`config.mk`:
```
export PLATFORM = sky130hd
export DESIGN_NAME = luhn_msg_arbiter
export DESIGN_NICKNAME = d
export VERILOG_FILES = /design/src/rtl/luhn_arb_pkg.sv /design/src/rtl/luhn_rr_pick.sv /design/src/rtl/luhn_msg_arbiter.sv
export SDC_FILE = /design/constraint.sdc
export NUM_CORES = 1
export LEC_CHECK = 0
export BUFFER_PORTS_ARGS = -buffer_cell sky130_fd_sc_hd__buf_2
export CORE_MARGIN = 3
export CORE_UTILIZATION = 45
export CTS_CLUSTER_SIZE = 8
export DETAILED_ROUTE_END_ITERATION = 8
export PLACE_DENSITY = 0.85
export SLEW_MARGIN = 5
export SYNTH_ARGS = -nofsm -noshare
export SYNTH_HDL_FRONTEND = slang
export SYNTH_SLANG_ARGS = --single-unit
```
`constraint.sdc`:
```
create_clock -name clock -period 2 [get_ports clock]
set_input_delay 0.3 -clock clock [delete_from_list [all_inputs] [get_ports clock]]
set_output_delay 0.3 -clock clock [all_outputs]
set_load 0.05 [all_outputs]
```
`src/rtl/luhn_arb_pkg.sv`:
```
// Shared state encoding and constants for the Luhn mod-16 message arbiter.
package luhn_arb_pkg;

    localparam int NIBBLE_W       = 4;
    localparam int DEFAULT_SIZE_W = 8;

    typedef enum logic [2:0] {
        IDLE     = 3'd0,
        ISSUE    = 3'd1,
        STREAM   = 3'd2,
        WAIT_RES = 3'd3,
        RETURN   = 3'd4,
        ZERO     = 3'd5
    } arb_state_e;

endpackage

```
`src/rtl/luhn_rr_pick.sv`:
```
// Combinational requester picker: round-robin from ptr, or lowest index when
// LUHN_ARB_FIXED_PRIO_EN is defined (ptr is then ignored).
module luhn_rr_pick
    import luhn_arb_pkg::*;
#(
    parameter int NUM_REQ = 2,
    parameter int IDX_W   = $clog2(NUM_REQ)
) (
    input  logic [NUM_REQ-1:0] req,
    input  logic [IDX_W-1:0]   ptr,
    output logic [IDX_W-1:0]   grant,
    output logic               any_req
);

`ifdef LUHN_ARB_FIXED_PRIO_EN
    logic unused_ptr;
    assign unused_ptr = ^ptr;

    always_comb begin
        grant = '0;
        for (int i = NUM_REQ - 1; i >= 0; i--) begin
            if (req[i]) grant = IDX_W'(i);
        end
    end
`else
    int idx;

    // Scan from the farthest offset down so the requester closest to ptr wins last.
    always_comb begin
        grant = '0;
        idx   = 0;
        for (int off = NUM_REQ - 1; off >= 0; off--) begin
            idx = int'(ptr) + off;
            if (idx >= NUM_REQ) idx = idx - NUM_REQ;
            if (req[IDX_W'(idx)]) grant = IDX_W'(idx);
        end
    end
`endif

    assign any_req = |req;

endmodule

```
`src/rtl/luhn_msg_arbiter.sv`:
```
// Shares one Luhn mod-16 engine between NUM_REQ requesters, one whole message per grant.
// Define LUHN_ARB_FIXED_PRIO_EN for lowest-index-wins instead of round-robin.
module luhn_msg_arbiter
    import luhn_arb_pkg::*;
#(
    parameter int NUM_REQ = 2,
    parameter int SIZE_W  = DEFAULT_SIZE_W,
    parameter int IDX_W   = $clog2(NUM_REQ)
) (
    input  logic                         clock,
    input  logic                         rst_n,
    input  logic [NUM_REQ-1:0]           size_valid,
    output logic [NUM_REQ-1:0]           size_ready,
    input  logic [NUM_REQ*SIZE_W-1:0]    size,
    input  logic [NUM_REQ-1:0]           data_valid,
    output logic [NUM_REQ-1:0]           data_ready,
    input  logic [NUM_REQ*NIBBLE_W-1:0]  data,
    output logic [NUM_REQ-1:0]           check_valid,
    input  logic [NUM_REQ-1:0]           check_ready,
    output logic [NUM_REQ-1:0]           check,
    output logic                         m_size_valid,
    input  logic                         m_size_ready,
    output logic [SIZE_W-1:0]            m_size,
    output logic                         m_data_valid,
    input  logic                         m_data_ready,
    output logic [NIBBLE_W-1:0]          m_data,
    input  logic                         m_check_valid,
    output logic                         m_check_ready,
    input  logic                         m_check
);

    // Valid/ready: a beat transfers on a rising edge with valid and ready both high;
    // valid holds with stable payload until then. Ready never waits on a later valid.

    arb_state_e         state;
    logic [IDX_W-1:0]   owner;
    logic [SIZE_W-1:0]  size_reg;
    logic [SIZE_W-1:0]  remaining;
    logic               result;
    logic [IDX_W-1:0]   winner;
    logic               any_req;
    logic [IDX_W-1:0]   pick_ptr;
    logic [SIZE_W-1:0]  win_size;

`ifdef LUHN_ARB_FIXED_PRIO_EN
    assign pick_ptr = '0;
`else
    logic [IDX_W-1:0]   rr_ptr;
    assign pick_ptr = rr_ptr;
`endif

    luhn_rr_pick #(
        .NUM_REQ (NUM_REQ),
        .IDX_W   (IDX_W)
    ) u_pick (
        .req     (size_valid),
        .ptr     (pick_ptr),
        .grant   (winner),
        .any_req (any_req)
    );

    assign win_size = size[int'(winner)*SIZE_W +: SIZE_W];

    // Steering is decoded from the registered state; data path is a zero-latency pass-through.
    always_comb begin
        size_ready    = '0;
        data_ready    = '0;
        check_valid   = '0;
        check         = '0;
        m_size_valid  = (state == ISSUE);
        m_size        = size_reg;
        m_data_valid  = 1'b0;
        m_data        = '0;
        m_check_ready = (state == WAIT_RES);
        case (state)
            IDLE: begin
                if (any_req && rst_n) size_ready[winner] = 1'b1;
            end
            STREAM: begin
                m_data_valid      = data_valid[owner];
                m_data            = data[int'(owner)*NIBBLE_W +: NIBBLE_W];
                data_ready[owner] = m_data_ready;
            end
            RETURN: begin
                check_valid[owner] = 1'b1;
                check[owner]       = result;
            end
            default: ;
        endcase
    end

    always_ff @(posedge clock) begin
        if (!rst_n) begin
            state     <= IDLE;
            owner     <= '0;
            size_reg  <= '0;
            remaining <= '0;
            result    <= 1'b0;
`ifndef LUHN_ARB_FIXED_PRIO_EN
            rr_ptr    <= '0;
`endif
        end else begin
            case (state)
                IDLE: begin
                    if (any_req) begin
                        owner    <= winner;
                        size_reg <= win_size;
                        state    <= (win_size == '0) ? ZERO : ISSUE;
                    end
                end
                ZERO: begin
                    // An empty message passes without touching the engine.
                    result <= 1'b1;
                    state  <= RETURN;
                end
                ISSUE: begin
                    if (m_size_ready) begin
                        remaining <= size_reg;
                        state     <= STREAM;
                    end
                end
                STREAM: begin
                    if (data_valid[owner] && m_data_ready) begin
                        remaining <= remaining - 1'b1;
                        if (remaining == SIZE_W'(1)) state <= WAIT_RES;
                    end
                end
                WAIT_RES: begin
                    if (m_check_valid) begin
                        result <= m_check;
                        state  <= RETURN;
                    end
                end
                RETURN: begin
                    if (check_ready[owner]) begin
`ifndef LUHN_ARB_FIXED_PRIO_EN
                        rr_ptr <= (int'(owner) == NUM_REQ - 1) ? '0 : owner + 1'b1;
`endif
                        state  <= IDLE;
                    end
                end
                default: state <= IDLE;
            endcase
        end
    end

endmodule

```
==> qor.yml <==
syn_inst: 206
synth_edf_count: 0
synth_seq_cells: 22
power_uw: 1345
fillers: 303
finalHoldViolations: 0
timing.fmax_mhz: 519.9
slew_viol_final: 0
powerDensity_nw_per_um2: 673.4
grt_max_degree: 19
grt_pass1_vias: 1516
die_h_um: 65.07
max_cap_violations: 0
io_buffers: 58
grt_use_total_pct: 19.49
firstDrtPassIters: 4
cp-end-kind: "output pin"
dp_hpwl_mm: 3.248
cts_made_buffers: 3
multi_input_area_um2: 1059
arrival_ns: 1.62
synth_flop_cell: "dfxtp_1"
die-area_um2: 4234
gp_congestion: 0.9192
grt_overflow: 0
cts_tree: "built"
drive_above_1_share_pct: 34.59
drc: 0
syn_area_per_cell_um2: 7.623
period_needed_ns: 1.924
start_util_pct: 49.41
mostFrequentLayoutCells: "buf_2 (58), nor2_1 (32), nand2_1 (25), dfxtp_1 (22), buf_4 (12)"
clkTransAtPathRegs_ns: 0.12
n_antenna_cell: 0
hold_buffers: 0
die_w_um: 65.07
row_count: 20
synth_fp_nets: 244
crit_path_start_kind: "flop"
rsz0062_at_grt: "no"
netlist_area_um2: 1570
area_growth_pct: 27.17
vias: 1726
nets: 305
relSlewSlack_pct: 65.43
wire_per_inst_um: 13.39
ys_seq_area_share_pct: 28.05
required_ns: 1.70
core_um2: 3178
ys_async_sr_fraction_pct: 0
wl_mm: 4.150
post-route-period-util_pct: 96.18
ant_nets: 0
cts_max_level: 1
tightest_slew_ns: 0.5153
seqCellArea_um2: 440.4
setup-tns-final_ns: 0
worst_hold_path_type: "primary input to flop"
power.leakage_uw: 0.0008698
ios: 59
cts.path.max_buffers: 2
cts.sinks: 22
grt_pass1_wl_mm: 6.686
initialDrtViolationCount: 106
setup_viol: 0
final.setup_skew_ns: 0.008569
crit_fanout: 12
clk_latency_ns: 0.30
cts-root-buf: "clkbuf_4"
yosysUniqueCellTypes: 51
antenna_found_initial: 0
irDropWorstVdd_v: 0.0004446
crit_type: "flop to output pin"
final_common_cell: "buf_2"
vias_per_cell: 5.568
outcome: "finished clean"
yosysWarnings: 0
==> cells by family after synthesis <==
kind of cell | synth area share [%]
and+or+nand+nor | 35.70
buffers and inverters | 6.214
DFF | 28.05
AOI/OAI and AO/OA | 20.80
muxes | 5.976
adders and majority gates | 1.593
xor gates and xnor gates | 1.674
==> layer usage <==
layer / up-vias / GRT usage, % / part of all wire, %
met5: - / 0 / 0
met4: 0 / 6.736 / 0.96
met3: 2 / 2.080 / 8.1
met2: 68 / 33.84 / 47
met1: 786 / 24.92 / 44
li1: 870 / - / -
==> critical path, cell delays in order, from the launching register on <==
cell	delay (ns)
dfxtp_1	0.39
buf_4	0.22
nor2b_2	0.27
and2_1	0.18
buf_2	0.27
==> cell type report <==
cell class | count | share of cell area [%]
tap | 44 | 2.757
clock buffer | 4 | 1.817
timing repair buffer | 70 | 19.05
multi-input combinational | 163 | 53.01
sequential | 22 | 22.06
inverter | 7 | 1.316
==> sequential cells by signal (all words and copies together), names as in the netlist <==
signal,flops
result,1
m_size,8
state,3
remaining,8
pick_ptr,1
owner,1
==> repair_timing <==
action	CTS	global route
endpoints found under the hold margin	0	0
endpoints found under the setup margin	5	5
pin swaps	0	0
buffers inserted	0	0
resized for setup	1	3
==> synth_stat cells (all sizes together), types with 2 or more instances <==
master | number | area (um^2)
nor2b | 3 | 21.27
mux2i | 7 | 82.58
o22ai | 4 | 25.02
o21ai | 6 | 45.05
and2 | 2 | 12.51
dfxtp | 22 | 440.4
nand4 | 2 | 12.51
nor3b | 3 | 27.52
a21o | 3 | 22.52
or3b | 2 | 17.52
nand2b | 3 | 18.77
ha | 2 | 25.02
clkbuf | 8 | 30.03
a32oi | 2 | 17.52
buf | 6 | 41.28
nand2 | 25 | 93.84
nor3 | 5 | 30.03
xnor2 | 2 | 17.52
a21oi | 12 | 63.81
a211oi | 2 | 15.01
a311oi | 8 | 70.07
nand3b | 2 | 15.01
or4 | 2 | 22.52
nor4 | 7 | 56.30
nand3 | 11 | 55.05
nor2 | 32 | 120.1
inv | 6 | 22.52
a31oi | 2 | 12.51
and3 | 4 | 25.02
==> report_power, final <==
group | internal (uW) | switching, uW
registers | 483 | 44.0
clock network | 111 | 129
logic | 209 | 368
==> metrics by stage <==
| stage | cell area, um^2 | setup slack [ns] | cells | hold WS, ns | utilization (%) |
|---|---|---|---|---|---|
| final | 1997 | 0.07647 | 310 | 0.2601 | 62.83 |
| after detailed placement | 1944 | 0.3082 | 306 | 0.4875 | 61.18 |
| after global placement | 1944 | 0.3868 | 306 | 0.4798 | 61.18 |
| after floorplan | 1580 | -0.006548 | 206 | 0.4585 | - |
| after CTS | 1983 | 0.009162 | 310 | 0.2539 | 62.40 |
| after global routing | 1997 | 0.003652 | 310 | 0.2587 | 62.83 |
==> worst paths after layout <==
check | start | to | slack (ns) | cells after the start
max reg2reg | remaining[7]$_SDFFE_PN0P_ | state[2]$_SDFFE_PN0P_ | 0.35 | 4
max | state[0]$_SDFFE_PN0P_ | m_check_ready | 0.08 | 4
min reg2reg | remaining[1]$_SDFFE_PN0P_ | remaining[1]$_SDFFE_PN0P_ | 0.51 | 2
min | size[7] | m_size[7]$_SDFFE_PN0P_ | 0.26 | 3
No activity file was read; power rests on OpenSTA's default activity.
